<file path="src/rtl/gate_sensor_decoder.sv">
// gate_sensor_decoder
//   Turns the two raw break-beam sensors of the single entry/exit lane into
//   clean one-cycle Sense_In / Sense_Out pulses for the occupancy FSM.
//   Beam A is street side, beam B is garage side; direction comes from the
//   A/B blocking order. Glitches, reversals, partial crossings and stuck
//   beams never pulse; illegal sequences and stalls are flagged via fault.
//
//   Ports
//     clk          system clock, rising edge
//     rst_n        asynchronous active-low reset
//     beam_a_raw   street-side beam, 1 = blocked, asynchronous
//     beam_b_raw   garage-side beam, 1 = blocked, asynchronous
//     enable       0 = decoder held idle, no pulses
//     Sense_In     one-cycle pulse per completed entry
//     Sense_Out    one-cycle pulse per completed exit
//     busy         crossing in progress
//     fault        high while in FAULT

// Per-beam front end: 2-flop synchronizer followed by a consecutive-cycle
// debounce. Raw-to-filtered latency is 2 + DEBOUNCE cycles.
module gsd_beam_filter #(
   parameter int unsigned DEBOUNCE = 16
) (
   input  logic clk,
   input  logic rst_n,
   input  logic raw,
   output logic filt
);
   logic       s1_q, s1_d;
   logic       s2_q, s2_d;
   logic       f_q, f_d;
   logic [7:0] cnt_q, cnt_d;

   always_comb begin
      s1_d  = raw;
      s2_d  = s1_q;
      f_d   = f_q;
      cnt_d = '0;
      // Counter only advances while the synchronized level disagrees with
      // the accepted level; any agreeing cycle restarts the count.
      if (s2_q != f_q) begin
         if (cnt_q == 8'(DEBOUNCE - 1)) begin
            f_d = s2_q;
         end else begin
            cnt_d = cnt_q + 8'd1;
         end
      end
   end

   always_ff @(posedge clk or negedge rst_n) begin
      if (!rst_n) begin
         s1_q  <= 1'b0;
         s2_q  <= 1'b0;
         f_q   <= 1'b0;
         cnt_q <= '0;
      end else begin
         s1_q  <= s1_d;
         s2_q  <= s2_d;
         f_q   <= f_d;
         cnt_q <= cnt_d;
      end
   end

   assign filt = f_q;
endmodule

module gate_sensor_decoder #(
   parameter int unsigned DEBOUNCE = 16,
   parameter int unsigned TIMEOUT  = 1000000
) (
   input  logic clk,
   input  logic rst_n,
   input  logic beam_a_raw,
   input  logic beam_b_raw,
   input  logic enable,
   output logic Sense_In,
   output logic Sense_Out,
   output logic busy,
   output logic fault
);
   localparam int NUM_BEAMS = 2;
   localparam int TMO_W     = $clog2(TIMEOUT + 1);

   typedef enum logic [2:0] {
      S_IDLE,
      S_IN_A,
      S_IN_AB,
      S_IN_B,
      S_OUT_B,
      S_OUT_BA,
      S_OUT_A,
      S_FAULT
   } state_e;

   // Index 1 = beam A, index 0 = beam B, so beam_f reads as {a_f,b_f}.
   logic [NUM_BEAMS-1:0] beam_raw;
   logic [NUM_BEAMS-1:0] beam_f;

   assign beam_raw = {beam_a_raw, beam_b_raw};

   for (genvar g = 0; g < NUM_BEAMS; g++) begin : g_beam
      gsd_beam_filter #(.DEBOUNCE(DEBOUNCE)) u_filt (
         .clk  (clk),
         .rst_n(rst_n),
         .raw  (beam_raw[g]),
         .filt (beam_f[g])
      );
   end

   state_e           state_q, state_d;
   logic [TMO_W-1:0] tmo_q, tmo_d;
   logic             sense_in_q, sense_in_d;
   logic             sense_out_q, sense_out_d;
   logic             crossing;

   assign crossing = (state_q != S_IDLE) && (state_q != S_FAULT);

   always_comb begin
      state_d     = state_q;
      sense_in_d  = 1'b0;
      sense_out_d = 1'b0;

      unique case (state_q)
         S_IDLE: begin
            case (beam_f)
               2'b10:   state_d = S_IN_A;
               2'b01:   state_d = S_OUT_B;
               2'b11:   state_d = S_FAULT;
               default: ;
            endcase
         end
         S_IN_A: begin
            case (beam_f)
               2'b11:   state_d = S_IN_AB;
               2'b00:   state_d = S_IDLE;   // backed out
               2'b01:   state_d = S_FAULT;
               default: ;
            endcase
         end
         S_IN_AB: begin
            case (beam_f)
               2'b01:   state_d = S_IN_B;
               2'b10:   state_d = S_IN_A;
               2'b00:   state_d = S_FAULT;
               default: ;
            endcase
         end
         S_IN_B: begin
            case (beam_f)
               2'b00: begin
                  state_d    = S_IDLE;
                  sense_in_d = 1'b1;
               end
               2'b11:   state_d = S_IN_AB;
               2'b10:   state_d = S_FAULT;
               default: ;
            endcase
         end
         S_OUT_B: begin
            case (beam_f)
               2'b11:   state_d = S_OUT_BA;
               2'b00:   state_d = S_IDLE;   // backed out
               2'b10:   state_d = S_FAULT;
               default: ;
            endcase
         end
         S_OUT_BA: begin
            case (beam_f)
               2'b10:   state_d = S_OUT_A;
               2'b01:   state_d = S_OUT_B;
               2'b00:   state_d = S_FAULT;
               default: ;
            endcase
         end
         S_OUT_A: begin
            case (beam_f)
               2'b00: begin
                  state_d     = S_IDLE;
                  sense_out_d = 1'b1;
               end
               2'b11:   state_d = S_OUT_BA;
               2'b01:   state_d = S_FAULT;
               default: ;
            endcase
         end
         S_FAULT: begin
            if (beam_f == 2'b00) state_d = S_IDLE;
         end
         default: state_d = S_FAULT;
      endcase

      // A stalled crossing wins over whatever the beams say this cycle.
      if (crossing && (tmo_q >= TMO_W'(TIMEOUT - 1))) begin
         state_d     = S_FAULT;
         sense_in_d  = 1'b0;
         sense_out_d = 1'b0;
      end

      // Disable wins over everything, including a pulse about to issue.
      if (!enable) begin
         state_d     = S_IDLE;
         sense_in_d  = 1'b0;
         sense_out_d = 1'b0;
      end

      // Dwell counter measures time spent in the current crossing state.
      if (crossing && (state_d == state_q)) begin
         tmo_d = tmo_q + TMO_W'(1);
      end else begin
         tmo_d = '0;
      end
   end

   always_ff @(posedge clk or negedge rst_n) begin
      if (!rst_n) begin
         state_q     <= S_IDLE;
         tmo_q       <= '0;
         sense_in_q  <= 1'b0;
         sense_out_q <= 1'b0;
      end else begin
         state_q     <= state_d;
         tmo_q       <= tmo_d;
         sense_in_q  <= sense_in_d;
         sense_out_q <= sense_out_d;
      end
   end

   assign Sense_In  = sense_in_q;
   assign Sense_Out = sense_out_q;
   assign busy      = crossing;
   assign fault     = (state_q == S_FAULT);
endmodule

</file>
<file path="config.mk">
export PLATFORM = sky130hd
export DESIGN_NAME = gate_sensor_decoder
export DESIGN_NICKNAME = d
export VERILOG_FILES = /design/src/rtl/gate_sensor_decoder.sv
export SDC_FILE = /design/constraint.sdc
export NUM_CORES = 1
export LEC_CHECK = 0
export BUFFER_PORTS_ARGS = -buffer_cell sky130_fd_sc_hd__buf_2
export CAP_MARGIN = 20
export CORE_MARGIN = 5
export CORE_UTILIZATION = 50
export DETAILED_ROUTE_END_ITERATION = 7
export GPL_TIMING_DRIVEN = 0
export PLACE_DENSITY = 0.66
export SLEW_MARGIN = 25
export SYNTH_ARGS = -nofsm -noshare
export SYNTH_HDL_FRONTEND = slang
export SYNTH_SLANG_ARGS = --single-unit
</file>
<file path="constraint.sdc">
create_clock -name clk -period 3.39 [get_ports clk]
set_clock_uncertainty 0.15 [all_clocks]
set_input_delay 1.017 -clock clk [delete_from_list [all_inputs] [get_ports clk]]
set_output_delay 1.017 -clock clk [all_outputs]
set_load 0.1 [all_outputs]
</file>
==> results of run 1 <==
worst register-to-register path, stage by stage (launching register included):
cell                      delay [ns]
sky130_fd_sc_hd__dfrtp_1        0.48
sky130_fd_sc_hd__or4b_2         0.69
sky130_fd_sc_hd__a21oi_1        0.20
sky130_fd_sc_hd__nor3_1         0.08
sky130_fd_sc_hd__a21oi_1        0.18
sky130_fd_sc_hd__buf_1          0.46
sky130_fd_sc_hd__nor4_1         0.14
area by class of cell:
| cell class | count | share of cell area, % |
|---|---|---|
| plain buffers | 13 | 2.60 |
| clock buffers | 5 | 2.43 |
| clock inverters | 3 | 0.838 |
| inverters | 3 | 0.397 |
| multi-input cells | 192 | 47.9 |
| flip-flops and latches | 47 | 41.4 |
| well taps | 70 | 3.09 |
| repair buffers | 7 | 1.32 |
synthesized netlist by cell type (all sizes together):
| cell type | n | area share [%] |
|---|---|---|
| dfrtp | 47 | 45 |
| nor2 | 23 | 3.3 |
| nor4 | 22 | 8.3 |
| nand2 | 20 | 3.2 |
| xor2 | 20 | 6.7 |
| nand3 | 16 | 3.1 |
| xnor2 | 16 | 5.3 |
| and3 | 8 | 2.1 |
| nand2b | 8 | 1.9 |
| buf | 7 | 2.0 |
| a21oi | 6 | 1.6 |
| clkbuf | 6 | 0.86 |
| o21ai | 6 | 1.1 |
| nor3 | 5 | 0.95 |
| and2 | 3 | 0.72 |
| and4 | 3 | 1.0 |
| ha | 3 | 1.4 |
| inv | 3 | 0.43 |
| nand4 | 3 | 0.72 |
| nor3b | 3 | 0.86 |
| o31a | 3 | 1.0 |
| a211oi | 2 | 1.1 |
| a221oi | 2 | 0.67 |
| mux2 | 2 | 0.86 |
| o211a | 2 | 0.76 |
| o31ai | 2 | 0.57 |
| a211o | 1 | 0.33 |
| a21o | 1 | 0.29 |
| and4b | 1 | 0.38 |
| mux2i | 1 | 0.38 |
| nor2b | 1 | 0.24 |
| o211ai | 1 | 0.29 |
| o221ai | 1 | 0.33 |
| o22a | 1 | 0.33 |
| o22ai | 1 | 0.24 |
| o311a | 1 | 0.38 |
| o41a | 1 | 0.43 |
| or2 | 1 | 0.24 |
| or4 | 1 | 0.43 |
| or4b | 1 | 0.38 |
where the power goes:
part           internal, W  switching (W)
logic            0.0000101      0.0000212
registers         0.000568     0.00000681
clock network     0.000148       0.000199
cells by family (layout without fill, tap and decap cells):
family | count (synthesis) | after routing | synth area share [%]
fa+ha+maj | 3 | 3 | 1.43
mux | 3 | 3 | 1.24
compound gates | 31 | 31 | 9.41
buf+inv | 16 | 31 | 3.25
simple gates | 119 | 119 | 27.7
xor+xnor | 36 | 36 | 12.0
flops | 47 | 47 | 44.9
layer usage:
metal  up-vias  routed length [um]  GRT usage (%)  part of all wire (%)
met5         -                   0              0                     0
met1       929                2560           24.6                    51
met4         0                  72           5.48                   1.4
met3         7                 183           3.58                   3.6
met2        29                2200           24.0                    44
li1        945                   -              -                     -
path summary, 6_finish.rpt:
| kind | start | endpoint | slack [ns] |
|---|---|---|---|
| worst min register to register | g_beam[0].u_filt.s1_q$_DFF_PN0_ | g_beam[0].u_filt.s2_q$_DFF_PN0_ | 0.21 |
| worst max register to register | g_beam[0].u_filt.filt$_DFFE_PN0P_ | tmo_q[2]$_DFF_PN0_ | 0.87 |
| max in group asynchronous | rst_n | tmo_q[6]$_DFF_PN0_ | 2.14 |
| worst max-delay path | state_q[2]$_DFF_PN0_ | busy | 0.71 |
| worst min-delay path | g_beam[0].u_filt.s1_q$_DFF_PN0_ | g_beam[0].u_filt.s2_q$_DFF_PN0_ | 0.21 |
| min in group asynchronous | rst_n | g_beam[0].u_filt.cnt_q[0]$_DFF_PN0_ | 0.56 |
through the flow:
step / util, % / hold slack, ns / total power [W] / cell area (um2)
CTS: 55.5 / 0.220 / 0.000970 / 2840
global route: 55.6 / 0.223 / 0.000994 / 2840
finish: 55.6 / 0.214 / 0.000953 / 2840
floorplan: - / 0.181 / 0.000600 / 2620
global placement: 53.7 / 0.183 / 0.000618 / 2740
detailed placement: 53.7 / 0.198 / 0.000619 / 2740
registers in the layout, summed over array words and instances, names as in the netlist:
name / count
tmo_q: 20
g_beam.u_filt.cnt_q: 16
state_q: 3
g_beam.u_filt.filt: 2
g_beam.u_filt.s1_q: 2
g_beam.u_filt.s2_q: 2
Sense_In: 1
Sense_Out: 1
==> results.sh, run 1 <==
export IMPL_status="completed"
export IMPL_io_pin_count=9
export IMPL_clock_sinks=47
export IMPL_most_frequent_standard_cell_in_the_layout_excluding_fill_and_tap_cells="sky130_fd_sc_hd__dfrtp_1"
export IMPL_leakagePower_nw=1.12
export IMPL_critical_path_n_buffers_inverters=2
export IMPL_timing_critical_path_cells="buf_6, and3_4, nor2_1, buf_2"
export IMPL_path_class_of_the_lowest_slack_min_delay_path="reg -> reg"
export IMPL_layout_nets=277
export IMPL_crit_slowest_cell="sky130_fd_sc_hd__buf_2"
export IMPL_area_delta_synth_final_pct=8.31
export IMPL_postCtsSetupRepairBufs=0
export IMPL_max_clock_freq_mhz=374
export IMPL_track_usage_pct=16.6
export IMPL_clock_latency_on_the_worst_skew_pair_ns=0.30
export IMPL_totalWireLength_mm=5.02
export IMPL_firstDrtPassIters=4
export IMPL_place_inst=332
export IMPL_cts_tree="done"
export IMPL_synth_net_count=263
export IMPL_detailroute_via_count=1910
export IMPL_yosysWarnings=0
export IMPL_pin_count_of_the_biggest_net_entering_global_routing=48
export IMPL_multi_input_area_mm2=0.00136
export IMPL_post_route_min_period_ns=2.68
export IMPL_hold_violations=0
export IMPL_grt_ovfl_total=0
export IMPL_cts_clk_slew_worst_paths_ns=0.09
export IMPL_setup_violation_total_in_the_final_timing_report=0
export IMPL_via_count_of_the_first_global_routing_pass=1745
export IMPL_grt_pass1_wl_mm=8.56
export IMPL_grt_setup_unrepaired="no"
export IMPL_report_final_slew_viol_count=0
export IMPL_die_h_um=82.4
export IMPL_yosysSeqAreaShare_pct=44.9
export IMPL_synth_lib_cells_used_distinct=49
export IMPL_cp_data_required_time_ns=2.22
export IMPL_critPathCaptureType="output pin"
export IMPL_setup_tns_ns=0
export IMPL_post_dp_hpwl_mm=3.50
export IMPL_initial_utilization_pct=51.3
export IMPL_critical_path_depth=4
export IMPL_finalWeightedCongestion=0.844
export IMPL_cell_area_after_synthesis_mm2=0.00262
export IMPL_total_of_fill_cells_in_the_finished_design=469
export IMPL_clock_tree_buffer_depth=2
export IMPL_drc_violation_count_after_routing=0
export IMPL_critical_path_max_stage_delay_ns=0.42
export IMPL_cts_root_buffer="sky130_fd_sc_hd__clkbuf_8"
export IMPL_vias_per_cell=5.62
export IMPL_layout_drive_gt1_share_pct=14.8
export IMPL_finalCritPeriodShare_pct=79.0
export IMPL_synthCells=255
export IMPL_htree_num_levels=2
export IMPL_critical_path_startpoint_type="register"
export IMPL_cts_hold_repair_buffers=0
export IMPL_reg2reg_depth=6
export IMPL_antenna_left=0
export IMPL_fp_row_count=26
export IMPL_drt_first_iter_violations=125
export IMPL_pre_cts_slack_ns=0.696
export IMPL_hold_depth=0
export IMPL_numCtsBuffers=5
export IMPL_worst_setup_path_type="reg -> out"
export IMPL_worstPathArrival_ns=1.51
export IMPL_final_seq_area_mm2=0.00118
export IMPL_final_instance_count_excl_fill=340
export IMPL_path_delay_family="buffers and inverters"
export IMPL_ys_ff_latch=47
export IMPL_power_ir_vdd_worst_v=0.000244
export IMPL_numPortBuffers=7
export IMPL_post_synth_cell_area_avg_um2=10.3
export IMPL_timing_max_slew_rel_slack_pct=57.5
export IMPL_floorplan_die_area_mm2=0.00679
export IMPL_pwr_density_cell_mw_per_mm2=336
export IMPL_chipWidth_um=82.4
export IMPL_crit_path_max_fanout=8
export IMPL_worst_pin_slew_ns=0.632
export IMPL_grt_antenna_before_repair=0
export IMPL_drv_max_cap_violation_count=0
export IMPL_postCtsResizedCells=0
export IMPL_layout_setup_ws_ns=0.713
export IMPL_final_cell_mix="sky130_fd_sc_hd__dfrtp_1 (47), sky130_fd_sc_hd__nor2_1 (23), sky130_fd_sc_hd__xor2_1 (20), sky130_fd_sc_hd__nand2_1 (19)"
export IMPL_antenna_diode_instance_count=0
export IMPL_core_area_mm2=0.00511
export IMPL_post_drt_wl_per_cell_um=14.8
No activity file was read; power rests on OpenSTA's default activity.
==> run 2, diff against run 1 <==
- PLACE_DENSITY: 0.66 -> 0.69
- clock period: 3.39 -> 2.31 ns (I/O delays scaled with it)
==> run 2 against run 1 <==
  * Wire length grew 1.6%
  * Global-route usage shrank 0.11 points
  * Design area grew 7.3%
  * Register-to-register slack lost 0.85 ns
  * Hold slack lost 0.014 ns
  * Flip-flop and latch count is the same
  * Via count grew 0.52%
  * Die area is the same
==> results.sh, run 2 (same netlist as run 1, synthesis figures left out) <==
export IMPL_chipWidth_um=82.4
export IMPL_finalCritPeriodShare_pct=99.0
export IMPL_cts_clk_slew_worst_paths_ns=0.09
export IMPL_layout_drive_gt1_share_pct=21.8
export IMPL_finalWeightedCongestion=0.815
export IMPL_fp_row_count=26
export IMPL_hold_violations=0
export IMPL_pre_cts_slack_ns=-0.103
export IMPL_max_clock_freq_mhz=437
export IMPL_p_sw_share_pct=20.3
export IMPL_p_seq_share_pct=52.3
export IMPL_timing_max_slew_rel_slack_pct=60.9
export IMPL_multi_input_area_mm2=0.00145
export IMPL_io_pin_count=9
export IMPL_largest_register="tmo_q"
export IMPL_endpoint="tmo_q[3]$_DFF_PN0_"
export IMPL_final_instance_count_excl_fill=345
export IMPL_post_drt_wl_per_cell_um=14.8
export IMPL_setup_tns_ns=0
export IMPL_place_inst=333
export IMPL_worst_pin_slew_ns=0.581
export IMPL_grt_antenna_before_repair=0
export IMPL_final_seq_area_mm2=0.00118
export IMPL_critical_path_max_stage_delay_ns=0.53
export IMPL_final_cell_mix="sky130_fd_sc_hd__dfrtp_1 (46), sky130_fd_sc_hd__nor2_1 (22), sky130_fd_sc_hd__xor2_1 (20), sky130_fd_sc_hd__nand2_1 (19)"
export IMPL_die_h_um=82.4
export IMPL_reg_top3="tmo_q (20), g_beam.u_filt.cnt_q (16), state_q (3)"
export IMPL_clock_latency_on_the_worst_skew_pair_ns=0.30
export IMPL_cts_hold_repair_buffers=0
export IMPL_layout_setup_ws_ns=0.0242
export IMPL_crit_path_max_fanout=10
export IMPL_grt_setup_unrepaired="yes"
export IMPL_drv_max_cap_violation_count=0
export IMPL_setup_violation_total_in_the_final_timing_report=0
export IMPL_post_route_min_period_ns=2.29
export IMPL_antenna_diode_instance_count=0
export IMPL_via_count_of_the_first_global_routing_pass=1863
export IMPL_antenna_left=0
export IMPL_area_delta_synth_final_pct=16.2
export IMPL_totalWireLength_mm=5.10
export IMPL_worst_setup_path_type="reg -> reg"
export IMPL_cts_tree="done"
export IMPL_pin_count_of_the_biggest_net_entering_global_routing=27
export IMPL_p_comb_share_pct=3.1
export IMPL_drc_violation_count_after_routing=0
export IMPL_reg2reg_depth=7
export IMPL_most_frequent_standard_cell_in_the_layout_excluding_fill_and_tap_cells="sky130_fd_sc_hd__dfrtp_1"
export IMPL_numPortBuffers=7
export IMPL_drt_first_iter_violations=173
export IMPL_leakagePower_nw=1.20
export IMPL_layout_nets=282
export IMPL_post_dp_hpwl_mm=3.53
export IMPL_vias_per_cell=5.57
export IMPL_grt_pass1_wl_mm=8.62
export IMPL_htree_num_levels=2
export IMPL_grt_ovfl_total=0
export IMPL_firstDrtPassIters=4
export IMPL_initial_utilization_pct=51.3
export IMPL_worst_setup_path_start="state_q[2]$_DFF_PN0_"
export IMPL_clock_sinks=47
export IMPL_hold_slack_ns=0.199
export IMPL_cell_internal_pwr_w=0.00128
export IMPL_fin_util_pct=59.6
export IMPL_cp_data_required_time_ns=2.35
export IMPL_worst_r2r_endpoint="tmo_q[3]$_DFF_PN0_"
export IMPL_cts_root_buffer="sky130_fd_sc_hd__clkbuf_8"
export IMPL_track_usage_pct=16.5
export IMPL_timing_critical_path_cells="buf_6, and3_4, or4_4, a21oi_4, o31ai_1, buf_4, nor4_1"
export IMPL_report_final_slew_viol_count=0
export IMPL_critical_path_startpoint_type="register"
export IMPL_numCtsBuffers=5
export IMPL_power_ir_vdd_worst_v=0.000304
export IMPL_pwr_density_cell_mw_per_mm2=529
export IMPL_worstPathArrival_ns=2.32
export IMPL_netSwitchingPower_w=0.000328
export IMPL_status="completed"
export IMPL_core_area_mm2=0.00511
export IMPL_path_class_of_the_lowest_slack_min_delay_path="in -> async"
export IMPL_pwr_share_clk_pct=44.6
export IMPL_clock_tree_buffer_depth=2
export IMPL_register_to_register_path_setup_slack_ns=0.02
export IMPL_largest_register_ffs=20
export IMPL_floorplan_die_area_mm2=0.00679
export IMPL_crit_slowest_cell="sky130_fd_sc_hd__or4_4"
export IMPL_detailroute_via_count=1920
export IMPL_reg2reg_from="state_q[2]$_DFF_PN0_"
export IMPL_critPathCaptureType="register"
export IMPL_total_of_fill_cells_in_the_finished_design=440
run 2: cell count changes in the layout (fill, tap and decap cells not counted), moves of 2 or more:
cell | before | now
sky130_fd_sc_hd__buf_12 | 0 | 2
sky130_fd_sc_hd__buf_2 | 8 | 6
sky130_fd_sc_hd__buf_4 | 3 | 9
sky130_fd_sc_hd__bufinv_16 | 0 | 2
sky130_fd_sc_hd__clkbuf_1 | 6 | 4
sky130_fd_sc_hd__clkbuf_2 | 0 | 2
sky130_fd_sc_hd__nor3_1 | 5 | 3
sky130_fd_sc_hd__nor3_2 | 0 | 2
sky130_fd_sc_hd__nor4_1 | 12 | 5
sky130_fd_sc_hd__nor4_2 | 8 | 12
sky130_fd_sc_hd__nor4_4 | 2 | 5
run 2: worst max-delay path: cells and delay by family, from the launching register on:
family	cells	cell delay, ns
AO/OA/AOI/OAI	2	0.25
buffers and inverters	2	0.33
flip-flops	1	0.38
AND/OR/NAND/NOR	3	1.06
run 2: power by group through the flow:
stage               logic [W]  registers [W]  clock network (W)
finish              0.0000498       0.000844           0.000718
global route        0.0000604       0.000845           0.000762
CTS                 0.0000518       0.000844           0.000741
detailed placement  0.0000518       0.000860                  0
global placement    0.0000467       0.000859                  0
floorplan           0.0000230       0.000858                  0
run 2: worst min-delay path by stage:
stage	startpoint	endpoint	slack, ns	depth (start not counted)
finish	rst_n	tmo_q[11]$_DFF_PN0_	0.20	1
detailed placement	g_beam[1].u_filt.s1_q$_DFF_PN0_	g_beam[1].u_filt.s2_q$_DFF_PN0_	0.19	0
global route	g_beam[1].u_filt.s1_q$_DFF_PN0_	g_beam[1].u_filt.s2_q$_DFF_PN0_	0.21	0
global placement	g_beam[1].u_filt.s1_q$_DFF_PN0_	g_beam[1].u_filt.s2_q$_DFF_PN0_	0.18	0
CTS	rst_n	tmo_q[11]$_DFF_PN0_	0.21	1
floorplan	g_beam[0].u_filt.s1_q$_DFF_PN0_	g_beam[0].u_filt.s2_q$_DFF_PN0_	0.18	0
run 2: layout make-up:
cell class / instances / share of cell area [%]
flip-flops and latches: 47 / 38.7
inverters: 3 / 0.370
clock buffers: 5 / 2.26
plain buffers: 13 / 3.00
well taps: 70 / 2.88
repair buffers: 12 / 3.08
multi-input cells: 192 / 47.5
clock inverters: 3 / 2.22
run 2: layer usage:
metal / vias to the layer above / track usage (%) / part of all wire, %
met3: 6 / 3.15 / 3.8
met5: - / 0 / 0
met4: 0 / 7.31 / 1.7
li1: 950 / - / -
met1: 931 / 23.9 / 49
met2: 33 / 23.9 / 46
run 2: through the flow:
step                power, W  area, um2
global route         0.00167       3050
finish               0.00161       3050
detailed placement  0.000912       2770
global placement    0.000906       2750
CTS                  0.00164       2940
floorplan           0.000881       2630
run 2: repair_timing:
action,in CTS,in global routing
setup buffers,3,1
endpoints found under the setup margin,20,20
pin swaps,2,1
gates resized for setup,5,24
cloned,0,0
